[config.mk]
export PLATFORM = sky130hd
export DESIGN_NAME = lea_key_schedule_flat
export DESIGN_NICKNAME = d
export VERILOG_FILES = /design/src/rtl/lea_key_schedule_if.sv /design/src/rtl/lea_key_schedule.sv /design/src/flat_wrapper.sv
export SDC_FILE = /design/constraint.sdc
export NUM_CORES = 1
export LEC_CHECK = 0
export BUFFER_PORTS_ARGS = -buffer_cell sky130_fd_sc_hd__buf_2
export CAP_MARGIN = 20
export CORE_MARGIN = 4
export CORE_UTILIZATION = 42
export DETAILED_ROUTE_END_ITERATION = 10
export PLACE_DENSITY = 0.63
export SYNTH_ARGS = -nofsm -noshare
export SYNTH_HDL_FRONTEND = slang
export SYNTH_SLANG_ARGS = --single-unit
[constraint.sdc]
create_clock -name clk -period 8.05 [get_ports clk]
set_input_delay 0.805 -clock clk [delete_from_list [all_inputs] [get_ports clk]]
set_output_delay 0.805 -clock clk [all_outputs]
set_load 0.05 [all_outputs]
[src/rtl/lea_key_schedule_if.sv]
// Round-key stream from the LEA-128 key schedule to the round datapath.
interface lea_key_schedule_if;
    localparam int unsigned RK_W    = 192;
    localparam int unsigned ROUND_W = 5;

    logic               rk_valid;
    logic               rk_ready;
    logic [RK_W-1:0]    rk;
    logic [ROUND_W-1:0] rk_round;

    modport master (output rk_valid, output rk, output rk_round, input  rk_ready);
    modport slave  (input  rk_valid, input  rk, input  rk_round, output rk_ready);
endinterface

[src/rtl/lea_key_schedule.sv]
// LEA-128 key schedule sequencer: walks the delta ROM, updates T0..T3 and
// streams 24 round keys over a valid/ready handshake.
module lea_key_schedule (
    input  logic          clk,
    input  logic          rst_n,
    input  logic          start_i,
    input  logic [127:0]  key_i,
    output logic          busy_o,
    output logic          done_o,
    output logic [3:0]    delta_idx_o,
    input  logic [31:0]   delta_i,
    lea_key_schedule_if.master rk_if
);
    localparam int unsigned W        = 32;
    localparam int unsigned RK_W     = 192;
    localparam int unsigned ROUND_W  = 5;
    localparam logic [ROUND_W-1:0] LAST_ROUND = ROUND_W'(23);

    typedef enum logic [1:0] {IDLE, RUN, DONE} state_t;

    state_t               state_q, state_d;
    logic [W-1:0]         t0_q, t1_q, t2_q, t3_q;
    logic [W-1:0]         t0_d, t1_d, t2_d, t3_d;
    logic [ROUND_W-1:0]   i_q, i_d;
    logic [RK_W-1:0]      rk_q, rk_d;
    logic [ROUND_W-1:0]   rk_round_q, rk_round_d;
    logic                 rk_valid_q, rk_valid_d;
    logic                 busy_q, busy_d;
    logic                 done_q, done_d;
    logic [3:0]           delta_idx_q, delta_idx_d;

    logic [W-1:0]         d_c, nt0_c, nt1_c, nt2_c, nt3_c;
    logic                 fire_c, accept_c;

    // Rotate left by n (mod 32) via the upper half of a doubled word.
    function automatic logic [W-1:0] rol32(input logic [W-1:0] x, input logic [4:0] n);
        logic [2*W-1:0] tmp;
        tmp = {x, x} << n;
        return tmp[2*W-1:W];
    endfunction

    // Round datapath: ROM word rotated by round index, then the four word updates.
    always_comb begin
        d_c   = rol32(delta_i, i_q);
        nt0_c = rol32(t0_q + d_c,              5'd1);
        nt1_c = rol32(t1_q + rol32(d_c, 5'd1), 5'd3);
        nt2_c = rol32(t2_q + rol32(d_c, 5'd2), 5'd6);
        nt3_c = rol32(t3_q + rol32(d_c, 5'd3), 5'd11);
    end

    assign fire_c   = (state_q == RUN) && (!rk_valid_q || rk_if.rk_ready) && (i_q <= LAST_ROUND);
    assign accept_c = rk_valid_q && rk_if.rk_ready;

    // Next-state and registered-output logic.
    always_comb begin
        state_d     = state_q;
        t0_d        = t0_q;
        t1_d        = t1_q;
        t2_d        = t2_q;
        t3_d        = t3_q;
        i_d         = i_q;
        rk_d        = rk_q;
        rk_round_d  = rk_round_q;
        rk_valid_d  = rk_valid_q;

        case (state_q)
            IDLE: begin
                if (start_i) begin
                    state_d = RUN;
                    t0_d    = key_i[31:0];
                    t1_d    = key_i[63:32];
                    t2_d    = key_i[95:64];
                    t3_d    = key_i[127:96];
                    i_d     = '0;
                end
            end
            RUN: begin
                if (fire_c) begin
                    t0_d       = nt0_c;
                    t1_d       = nt1_c;
                    t2_d       = nt2_c;
                    t3_d       = nt3_c;
                    rk_d       = {nt1_c, nt3_c, nt1_c, nt2_c, nt1_c, nt0_c};
                    rk_round_d = i_q;
                    rk_valid_d = 1'b1;
                    i_d        = i_q + ROUND_W'(1);
                end else if (accept_c) begin
                    rk_valid_d = 1'b0;
                end
                // Round 23 accepted: no fire is possible here since i is already 24.
                if (accept_c && (rk_round_q == LAST_ROUND)) begin
                    state_d    = DONE;
                    rk_valid_d = 1'b0;
                end
            end
            DONE: begin
                state_d = IDLE;
            end
            default: begin
                state_d = IDLE;
            end
        endcase

        busy_d      = (state_d != IDLE);
        done_d      = (state_d == DONE);
        delta_idx_d = (state_d == RUN) ? {2'b00, i_d[1:0]} : 4'd0;
    end

    // State and datapath registers.
    always_ff @(posedge clk or negedge rst_n) begin
        if (!rst_n) begin
            state_q     <= IDLE;
            t0_q        <= '0;
            t1_q        <= '0;
            t2_q        <= '0;
            t3_q        <= '0;
            i_q         <= '0;
            rk_q        <= '0;
            rk_round_q  <= '0;
            rk_valid_q  <= 1'b0;
            busy_q      <= 1'b0;
            done_q      <= 1'b0;
            delta_idx_q <= 4'd0;
        end else begin
            state_q     <= state_d;
            t0_q        <= t0_d;
            t1_q        <= t1_d;
            t2_q        <= t2_d;
            t3_q        <= t3_d;
            i_q         <= i_d;
            rk_q        <= rk_d;
            rk_round_q  <= rk_round_d;
            rk_valid_q  <= rk_valid_d;
            busy_q      <= busy_d;
            done_q      <= done_d;
            delta_idx_q <= delta_idx_d;
        end
    end

    assign rk_if.rk_valid = rk_valid_q;
    assign rk_if.rk       = rk_q;
    assign rk_if.rk_round = rk_round_q;
    assign busy_o         = busy_q;
    assign done_o         = done_q;
    assign delta_idx_o    = delta_idx_q;
endmodule

[src/flat_wrapper.sv]
// flat-port wrapper written by rule: the top's interface ports become plain ports
module lea_key_schedule_flat 
  (clk, rst_n, start_i, key_i, busy_o, done_o, delta_idx_o, delta_i, rk_if_rk_valid, rk_if_rk, rk_if_rk_round, rk_if_rk_ready);
  lea_key_schedule_if rk_if_i ();
  input  logic clk;
  input  logic rst_n;
  input  logic start_i;
  input  logic [127:0] key_i;
  output logic busy_o;
  output logic done_o;
  output logic [3:0] delta_idx_o;
  input  logic [31:0] delta_i;
  output wire logic [$bits(rk_if_i.rk_valid)-1:0] rk_if_rk_valid;
  output wire logic [$bits(rk_if_i.rk)-1:0] rk_if_rk;
  output wire logic [$bits(rk_if_i.rk_round)-1:0] rk_if_rk_round;
  input wire logic [$bits(rk_if_i.rk_ready)-1:0] rk_if_rk_ready;
  assign rk_if_rk_valid = rk_if_i.rk_valid;
  assign rk_if_rk = rk_if_i.rk;
  assign rk_if_rk_round = rk_if_i.rk_round;
  assign rk_if_i.rk_ready = rk_if_rk_ready;
  lea_key_schedule u_core (.clk(clk), .rst_n(rst_n), .start_i(start_i), .key_i(key_i), .busy_o(busy_o), .done_o(done_o), .delta_idx_o(delta_idx_o), .delta_i(delta_i), .rk_if(rk_if_i));
endmodule
Word-level counts from Yosys, hierarchy flattened
Index checks and enable logic that the tools add are counted.
{"block": "classes", "shifts": 1, "addsub": 5, "n_eq_ne": 6, "reduce_logical": 13, "order_cmp": 1, "n_mux": 22}
{"operator": "32-bit 2-to-1 mux", "n": 8}
{"operator": "32-bit one-hot mux with 2 select lines", "n": 4}
{"operator": "32-bit adder", "n": 4}
{"operator": "64-bit by 5-bit left shift with 64-bit output", "n": 1}
{"operator": "5-bit 2-to-1 mux", "n": 2}
{"operator": "5-bit one-hot mux with 2 select lines", "n": 1}
{"operator": "2-bit 2-to-1 mux", "n": 3}
{"operator": "5-bit by 1-bit adder with 5-bit output (second input constant)", "n": 1}
{"operator": "5-bit == test (second input constant)", "n": 1}
{"operator": "5-bit <= comparator (second input constant)", "n": 1}
{"operator": "2-bit by 1-bit == test with 1-bit output (second input constant)", "n": 2}
{"operator": "1-bit logical AND", "n": 4}
{"operator": "2-bit one-hot mux with 2 select lines", "n": 1}
{"operator": "2-bit AND reduction", "n": 2}
{"operator": "2-bit nonzero test", "n": 2}
{"operator": "1-bit 2-to-1 mux", "n": 3}
{"operator": "3-bit AND reduction", "n": 1}
{"operator": "3-bit nonzero test", "n": 1}
{"operator": "2-bit == test (second input constant)", "n": 1}
{"operator": "2-bit zero test", "n": 1}
{"operator": "2-bit by 1-bit != test with 1-bit output (second input constant)", "n": 1}
{"operator": "2-bit != test (second input constant)", "n": 1}
{"operator": "1-bit zero test", "n": 1}
{"operator": "1-bit logical OR", "n": 1}
{"block": "word_totals", "ff_bits": 339, "out_inout_bits": 204}

Depth between registers and ports, before layout
Gate-level depths: netlist of run 1.
{"block": "depth", "ltp_word": 7, "ltp_mapped": 21, "ltp_nobuf": 17}

Worst setup path before layout of run 1
OpenSTA, ideal clock, no wires.
{"block": "synth_timing", "path_kind": "register to register", "startpoint": "reg u_core.i_q[1]", "endpoint": "reg u_core.t0_q[27]", "n_path_buf": 4, "setup_ns": 0.124, "arrival_time_ns": 4.782, "required_time_ns": 7.926, "stages_incl_launch_ff": 22, "slack_ns": 3.144, "cell_sequence": "dfrtp_1 -> buf_6 -> buf_6 -> buf_6 -> buf_2 -> mux4_2 -> mux2i_1 -> nand2_1 -> o21ai_0 -> mux2i_1 -> ha_1 -> fa_1 -> a21o_1 -> a21oi_2 -> o21a_1 -> nor2_1 -> a2111oi_4 -> o21ai_1 -> or3_4 -> a31oi_1 -> mux2i_1 -> a211o_1"}
{"block": "synth_between", "elab_chain_len": 4, "word_cells_on_any_way": 8, "classes_between": "add/sub (1); order compare (1); eq/ne (1); shift (1); mux (2); reduce/logical (2)"}
{"item": "start: declaration", "line": "lea_key_schedule.sv:24", "rtl": "logic [ROUND_W-1:0] i_q, i_d;"}
{"item": "start signal: assignment", "line": "lea_key_schedule.sv:130", "rtl": "i_q <= i_d;"}
{"item": "64-bit by 5-bit left shift with 64-bit output or 5-bit <= comparator (tied branches)", "line": "lea_key_schedule.sv:38, lea_key_schedule.sv:51"}
{"item": "32-bit adder or 1-bit logical AND (tied branches)", "line": "lea_key_schedule.sv:45, lea_key_schedule.sv:51"}
{"item": "32-bit 2-to-1 mux or 2-bit by 1-bit != test with 1-bit output (tied branches)"}
{"item": "32-bit one-hot mux with 2 select lines or 3-bit AND reduction (tied branches)"}
{"item": "end signal: assignment", "line": "lea_key_schedule.sv:126", "rtl": "t0_q <= t0_d;"}
{"item": "end: declaration", "line": "lea_key_schedule.sv:22", "rtl": "logic [W-1:0] t0_q, t1_q, t2_q, t3_q;"}
Several ways; a longest one is shown, not always the timed one. The select of a mux whose other input is x is not followed.
A chain may end at the register's enable or synchronous reset.

Final worst setup path of run 1
{"block": "layout_timing", "startpoint": "reg u_core.i_q[2]", "endpoint": "reg u_core.t1_q[31]"}
{"block": "layout_between", "elab_chain_len": 4, "word_cells_on_any_way": 8, "classes_between": "add/sub (1); order compare (1); eq/ne (1); shift (1); mux (2); reduce/logical (2)"}
{"item": "64-bit by 5-bit left shift with 64-bit output or 5-bit <= comparator (tied branches)", "line": "lea_key_schedule.sv:38, lea_key_schedule.sv:51"}
{"item": "32-bit adder or 1-bit logical AND (tied branches)", "line": "lea_key_schedule.sv:46, lea_key_schedule.sv:51"}
{"item": "32-bit 2-to-1 mux or 2-bit by 1-bit != test with 1-bit output (tied branches)"}
{"item": "32-bit one-hot mux with 2 select lines or 3-bit AND reduction (tied branches)"}
{"item": "end signal: assignment", "line": "lea_key_schedule.sv:127", "rtl": "t1_q <= t1_d;"}
{"item": "end: declaration", "line": "lea_key_schedule.sv:22"}
Several ways; a longest one is shown, not always the timed one. The select of a mux whose other input is x is not followed.

==> results of run 1 <==
==> metrics by stage <==
| step | hold WS [ps] | instances |
|---|---|---|
| 6_report | 158 | 3184 |
| 5_1_grt | 186 | 3183 |
| 4_1_cts | 163 | 3180 |
| 3_5_place_dp | 457 | 3126 |
| 3_3_place_gp | 454 | 3125 |
| 2_1_floorplan | 452 | 2317 |
==> synthesized netlist by cell type, types with 5 or more instances <==
cell type,number,area share (%)
a21o_1,73,2.8
and3_1,19,0.61
mux2_2,19,1.1
buf_4,67,2.6
a21oi_1,177,4.5
nor2_1,175,3.3
o21ai_0,198,5.1
nand4_1,14,0.45
mux2i_1,44,2.2
ha_1,125,8.0
inv_1,39,0.75
nor2b_1,11,0.35
xor2_1,43,1.9
nand3_1,44,1.1
o21bai_1,22,0.84
a211oi_1,15,0.57
a311oi_1,5,0.22
nand2_1,491,9.4
and2_1,9,0.29
o211ai_1,13,0.50
nand2b_1,9,0.29
or3_1,12,0.38
o21ai_1,11,0.28
o31ai_1,7,0.27
buf_2,9,0.23
a221o_1,5,0.26
mux4_2,38,4.4
o21a_1,17,0.65
xnor2_1,76,3.4
buf_6,5,0.29
a31oi_1,50,1.6
clkbuf_1,88,1.7
dfrtp_1,273,35
nor3_1,7,0.18
buf_1,19,0.36
==> how the worst max path moves through the flow <==
stage,cells after the start,from,end
global route,17,u_core.i_q[2],u_core.t1_q[1]
finish,17,u_core.i_q[2],u_core.t1_q[31]
CTS,17,u_core.i_q[2],u_core.t1_q[31]
detailed placement,17,u_core.i_q[2],u_core.t1_q[31]
global placement,17,u_core.i_q[2],u_core.t1_q[31]
floorplan,21,u_core.i_q[1],u_core.t0_q[27]
==> logic make-up after synthesis <==
kind of cell,count (synthesis),synth area share (%)
buffers and inverters,231,6.04
XOR/XNOR,120,5.40
other,1,0.0191
AND/OR/NAND/NOR,812,17.3
adder cells (fa/ha/maj),129,8.38
multiplexers,101,7.70
AO/OA/AOI/OAI,649,20.4
flip-flops,273,34.8
==> worst max-delay path, delay by kind of cell, from the launching register on <==
kind,cells,cell delay (ps)
AOI/OAI and AO/OA,8,1860
adders and majority gates,2,830
muxes,3,1230
and+or+nand+nor,2,420
buffers and inverters,1,310
xor gates and xnor gates,1,160
DFF,1,940
==> sequential cells by signal, indices dropped and copies added, names as in the netlist <==
signal	cells
u_core.delta_idx_o	2
u_core.done_o	1
u_core.rk_if.rk_valid	1
u_core.rk_if.rk_round	5
u_core.rk_if.rk	128
u_core.i_q	5
u_core.t2_q	32
u_core.busy_o	1
u_core.t0_q	32
u_core.t3_q	32
u_core.t1_q	32
u_core.state_q	2
==> cell type report <==
cell class / count / area share, %
inverters: 40 / 0.665
multi-input cells: 1813 / 51.7
repair buffers: 403 / 9.64
well taps: 600 / 3.33
diodes: 1 / 0.0111
clock inverters: 14 / 0.682
clock buffers: 40 / 3.68
flip-flops and latches: 273 / 30.3
==> layer usage <==
layer / vias to the layer above / wire length [um] / GRT usage [%]
met4: 4 / 3060 / 10.2
met3: 150 / 5440 / 5.16
li1: 8592 / - / -
met5: - / 23 / 0
met2: 662 / 32700 / 43.8
met1: 8806 / 31100 / 37.9
==> impl_metrics.yaml, run 1 <==
synthesis:
  netlist_instances: 2316
  synth_area_sq_um: 19600
  synth.distinct_cells: 84
  syn_avg_cell_area_sq_um: 8.47
  synth_ff_type: "dfrtp_1"
  synth_seq_area_share_pct: 34.8
  ys_ff_latch: 273
  yosysWarningCount: 0
  synth_edf_count: 0
  async_flop_share_pct: 100
cells_and_area:
  nFillCells: 4465
  final_cell_mix: "nand2_1, buf_2, dfrtp_1"
  layout.nets: 2855
  drive_gt1_share_pct: 21.1
  register_area_sq_um: 6830
  final_area_sq_um: 22600
  areaGrowthSynthToFinish_pct: 15.0
  utilization_pct: 49.3
  final_common_cell: "nand2_1"
  multi_input_area_sq_um: 11700
worst_setup_path:
  crit_path_max_fanout: 24
  rr_startpoint: "u_core.i_q[2]"
  crit_arrival_ps: 6360
  cpPeakStageDelay_ps: 940
  r2r_end: "u_core.t1_q[31]"
  critical_path_class: "reg -> reg"
  slowest_stage: "dfrtp_1"
  end_kind: "flip-flop"
  rrSetupSlack_ps: 2190
  worst_path_most_repeated_cell: "o21ai_0"
  cp_data_required_time_ps: 8540
  path_cells: "buf_4 > mux4_2 > mux2_2 > o21ai_0 > mux2i_1 > ha_1 > fa_1 > a21o_1 > a21oi_1 > nand3b_1 > a32oi_1 > a221o_1 > and3_1 > a211oi_2 > o21ai_0 > xnor2_1 > a211oi_1"
  cp-start-kind: "flip-flop"
  worstRegToRegCells: 17
route:
  via_per_inst: 5.72
  dr.pass1.iters: 6
  num_vias: 18200
  routedWlPerCell_um: 22.7
  drt.antenna.violating_nets: 0
  drt_wl_total_mm: 72.3
  dr.first_iter.drc_count: 1407
  drc: 0
sta:
  slew_headroom_pct: 23.3
  tns_ps: 0
  period_minus_slack_ps: 5860
  maxSlewViolCount: 0
  worstMarginPinSlew_ps: 1120
  rsz0062_at_grt: "no"
  fin_crit_sh_pct: 72.8
  setup-violations-final: 0
  fin_ws_ps: 2190
  fmax_mhz: 171
  skew_ps: 11.5
  finalHoldViolCount: 0
clock_tree:
  clock_sinks: 273
  cts_resized: 0
  cts_buffer_depth: 3
  post_cts_buffers: 0
  worstSkewPairLatency_ps: 580
  postCtsHoldBufs: 0
  cts_buffers: 31
  htreeDepth: 1
  cts_tree: "built"
  cts_root_buf: "clkbuf_16"
  clk_pin_slew_ps: 70
grt:
  grt_overflow: 0
  grt_usage_pct: 27.6
  grt_pass1_wl_mm: 108
  grt_antenna_before_repair: 3
  grt_pass1_vias: 17800
  grt_start_max_net_pins: 99
floorplan:
  rows: 78
  pin_count: 368
  fp.coreArea_sq_um: 45800
  die_y_um: 224
  die_x_um: 224
  initial_core_util_pct: 42.9
  dieArea_sq_um: 50200
place:
  routabilityCongestion: 0.916
  hpwlAfterDp_mm: 53.5
  io_buffers: 365
  pre_cts_slack_ps: 2240
  postPlaceCellArea_sq_um: 21500
min_path:
  hold_path.class: "in -> async"
run_status:
  outcome: "completed"
flow_run:
  max_cap_violations: 0
Power of run 1 is left out: the tool's default activity adds up to more than one toggle a clock period on the data nets, which glitch-free logic cannot reach.
==> run 2, diff against run 1 <==
--- a/config.mk
+++ b/config.mk
@@ -5,12 +5,13 @@
 export SDC_FILE = /design/constraint.sdc
 export NUM_CORES = 1
 export LEC_CHECK = 0
+export ABC_AREA = 1
 export BUFFER_PORTS_ARGS = -buffer_cell sky130_fd_sc_hd__buf_2
 export CAP_MARGIN = 20
 export CORE_MARGIN = 4
 export CORE_UTILIZATION = 42
 export DETAILED_ROUTE_END_ITERATION = 10
-export PLACE_DENSITY = 0.63
+export PLACE_DENSITY = 0.65
 export SYNTH_ARGS = -nofsm -noshare
 export SYNTH_HDL_FRONTEND = slang
 export SYNTH_SLANG_ARGS = --single-unit
==> constraint.sdc (replaced) <==
create_clock -name clk -period 5.3 [get_ports clk]
set_input_delay 0.53 -clock clk [delete_from_list [all_inputs] [get_ports clk]]
set_output_delay 0.53 -clock clk [all_outputs]
set_load 0.05 [all_outputs]
==> run 2 against run 1 <==
Net effect:
- the run now ends with negative hold slack left
- hold slack got worse by 170 ps
- utilization shrank 0.87 points
- final area is 10% higher
- fmax up 38%
- first-iteration DRC count rose by 36%
- count of clock-buffer cells in the layout rose by 2
- cell count up 31%
- sequential share of layout area decreased by 2.8 points
- clock skew is 15 ps higher
- non-clock buffer count grew 13
- global-route usage rose by 1.9 points
- register-to-register slack worse by 1100 ps
==> impl_metrics.yaml, run 2 <==
floorplan:
  initial_core_util_pct: 42.3
  dieArea_sq_um: 55400
  fp.coreArea_sq_um: 51300
  die_x_um: 235
  die_y_um: 235
  pin_count: 368
  rows: 83
synthesis:
  yosys.area.top_type_share_pct: 31.5
  synth_common_cells: "nand2_1, nor2_1, nand3_1, dfrtp_1, o21ai_0"
  synth_compound_area_share_pct: 14.3
  synth_mux_area_share_pct: 0
  yosysWarningCount: 0
  ys_ff_latch: 273
  synth_top_area_cell: "dfrtp_1"
  synth_ff_type: "dfrtp_1"
  synth_edf_count: 0
  synth_seq_area_share_pct: 31.5
  synth.distinct_cells: 48
  synth.most_common_cell: "nand2_1"
  synthSimpleGateAreaFrac_pct: 34.8
  async_flop_share_pct: 100
  synth_fa_ha_area_share_pct: 7.57
  synth_area_sq_um: 21700
  netlist_instances: 3189
  synth_xor_area_share_pct: 2.82
  synth_top_family_by_area: "simple AND/OR/NAND/NOR gates"
  synth_area_leaders: "dfrtp_1, nand2_1, ha_1, nand3_1, nor2_1"
  syn_avg_cell_area_sq_um: 6.81
sta:
  slew_headroom_pct: 21.4
  fin_ws_ps: 1060
  fin_crit_sh_pct: 80.0
  skew_ps: 26.5
  fmax_mhz: 236
  maxSlewViolCount: 0
  worstMarginPinSlew_ps: 1170
  whs_ps: -12.7
  period_minus_slack_ps: 4240
  rsz0062_at_grt: "no"
  finalHoldViolCount: 9
  tns_ps: 0
  setup-violations-final: 0
worst_setup_path:
  rrSetupSlack_ps: 1060
  worst_path_most_repeated_cell: "nand2_1"
  path_cells: "buf_4 > nand2_1 > nand3_1 > nand3_1 > nand2_1 > o21ai_0 > o21ai_0 > buf_4 > ha_1 > a21oi_1 > o21ai_0 > a21oi_1 > nor2_1 > nor2_1 > nand2_1 > nand2_1 > nand2_1 > o21ai_0 > nand2_1"
  crit_arrival_ps: 4660
  crit_path_max_fanout: 27
  rr_startpoint: "u_core.i_q[0]"
  cpPeakStageDelay_ps: 570
  slowest_stage: "dfrtp_1"
  critical_path_class: "reg -> reg"
  end_kind: "flip-flop"
  cp-start-kind: "flip-flop"
  cp_data_required_time_ps: 5720
  worstRegToRegCells: 19
  r2r_end: "u_core.t3_q[8]"
clock_tree:
  worstSkewPairLatency_ps: 570
  postCtsHoldBufs: 0
  clk_pin_slew_ps: 60
  cts_tree: "built"
  cts_root_buf: "clkbuf_16"
  clock_sinks: 273
  post_cts_buffers: 0
  cts_resized: 0
  htreeDepth: 2
  cts_buffers: 35
  cts_buffer_depth: 3
place:
  dp.cells: 4100
  hpwlAfterDp_mm: 66.1
  pre_cts_slack_ps: 1250
  io_buffers: 365
  routabilityCongestion: 1.01
min_path:
  hold_path.class: "in -> async"
route:
  drc: 0
  num_vias: 22600
  dr.pass1.iters: 9
  routedWlPerCell_um: 20.4
  drt.antenna.violating_nets: 0
  dr.first_iter.drc_count: 1919
  drt_wl_total_mm: 85.0
  via_per_inst: 5.43
grt:
  grt_pass1_wl_mm: 129
  grt_antenna_before_repair: 0
  grt_pass1_vias: 21400
  grt_usage_pct: 29.6
  grt_start_max_net_pins: 126
  grt_overflow: 0
run_status:
  violations: "negative hold slack"
  outcome: "finished, violations left"
cells_and_area:
  finalNonFillerCells: 4162
  drive_gt1_share_pct: 16.5
  areaGrowthSynthToFinish_pct: 14.4
  layout.nets: 3750
  largest_reg_flops: 128
  final_cell_mix: "nand2_1, buf_2, nor2_1"
  final_common_cell: "nand2_1"
flow_run:
  max_cap_violations: 0
[run 2: changes by cell type in the layout (fill, tap and decap cells not counted), sizes merged, moves of 60 or more]
cell	before	now
nand2	491	1032
a21o	75	15
nand3	44	335
inv	40	210
nor2	175	318
[run 2: area by class of cell]
type                            instances  area [sq um]
Clock buffer                           42           923
Antenna cell                            1          2.50
Clock inverter                         19           233
Tap cell                              680           851
Sequential cell                       273          6830
Timing Repair Buffer                  416          2260
Fill cell                            5345         26500
Multi-Input combinational cell       2521         12900
Inverter                              210           805
[run 2: worst max-delay path by stage]
stage / endpoint / startpoint / cells after the start / slack (ps)
after floorplan: u_core.t1_q[30] / u_core.i_q[2] / 21 / 2170
after global placement: u_core.t3_q[8] / u_core.i_q[0] / 19 / 1240
after detailed placement: u_core.t3_q[5] / u_core.i_q[0] / 18 / 1250
final: u_core.t3_q[8] / u_core.i_q[0] / 19 / 1060
after CTS: u_core.t3_q[5] / u_core.i_q[0] / 18 / 1240
after global routing: u_core.t3_q[8] / u_core.i_q[0] / 21 / 860
[run 2: critical path: cells and delay by family, from the launching register on]
| family | cells | cell delay [ps] |
|---|---|---|
| buf+inv | 2 | 670 |
| flops | 1 | 570 |
| fa+ha+maj | 1 | 310 |
| compound gates | 6 | 1540 |
| simple gates | 10 | 1020 |
[run 2: cells by family (layout without fill, tap and decap cells)]
logic type      count (synthesis)  after routing
xor+xnor                       70             70
fa+ha+maj                     129            129
compound gates                571            571
simple gates                 1749           1749
buf+inv                       396            687
flops                         273            273
other cells                     1              3
[run 2: metrics by stage]
stage | util, % | area, sq um | hold WS (ps)
2_1_floorplan | - | 21700 | 234
3_3_place_gp | 46.2 | 23700 | 459
3_5_place_dp | 46.2 | 23700 | 460
4_1_cts | 48.4 | 24800 | 26.5
5_1_grt | 48.4 | 24800 | 40.9
6_report | 48.4 | 24800 | -12.7
[run 2: per-layer routing]
metal / GRT usage [%] / wire length [um]
met5: 0 / 0
met4: 9.57 / 3060
met3: 3.96 / 5590
met2: 47.4 / 38000
met1: 41.6 / 38400
Power of run 2 is left out for the same reason.
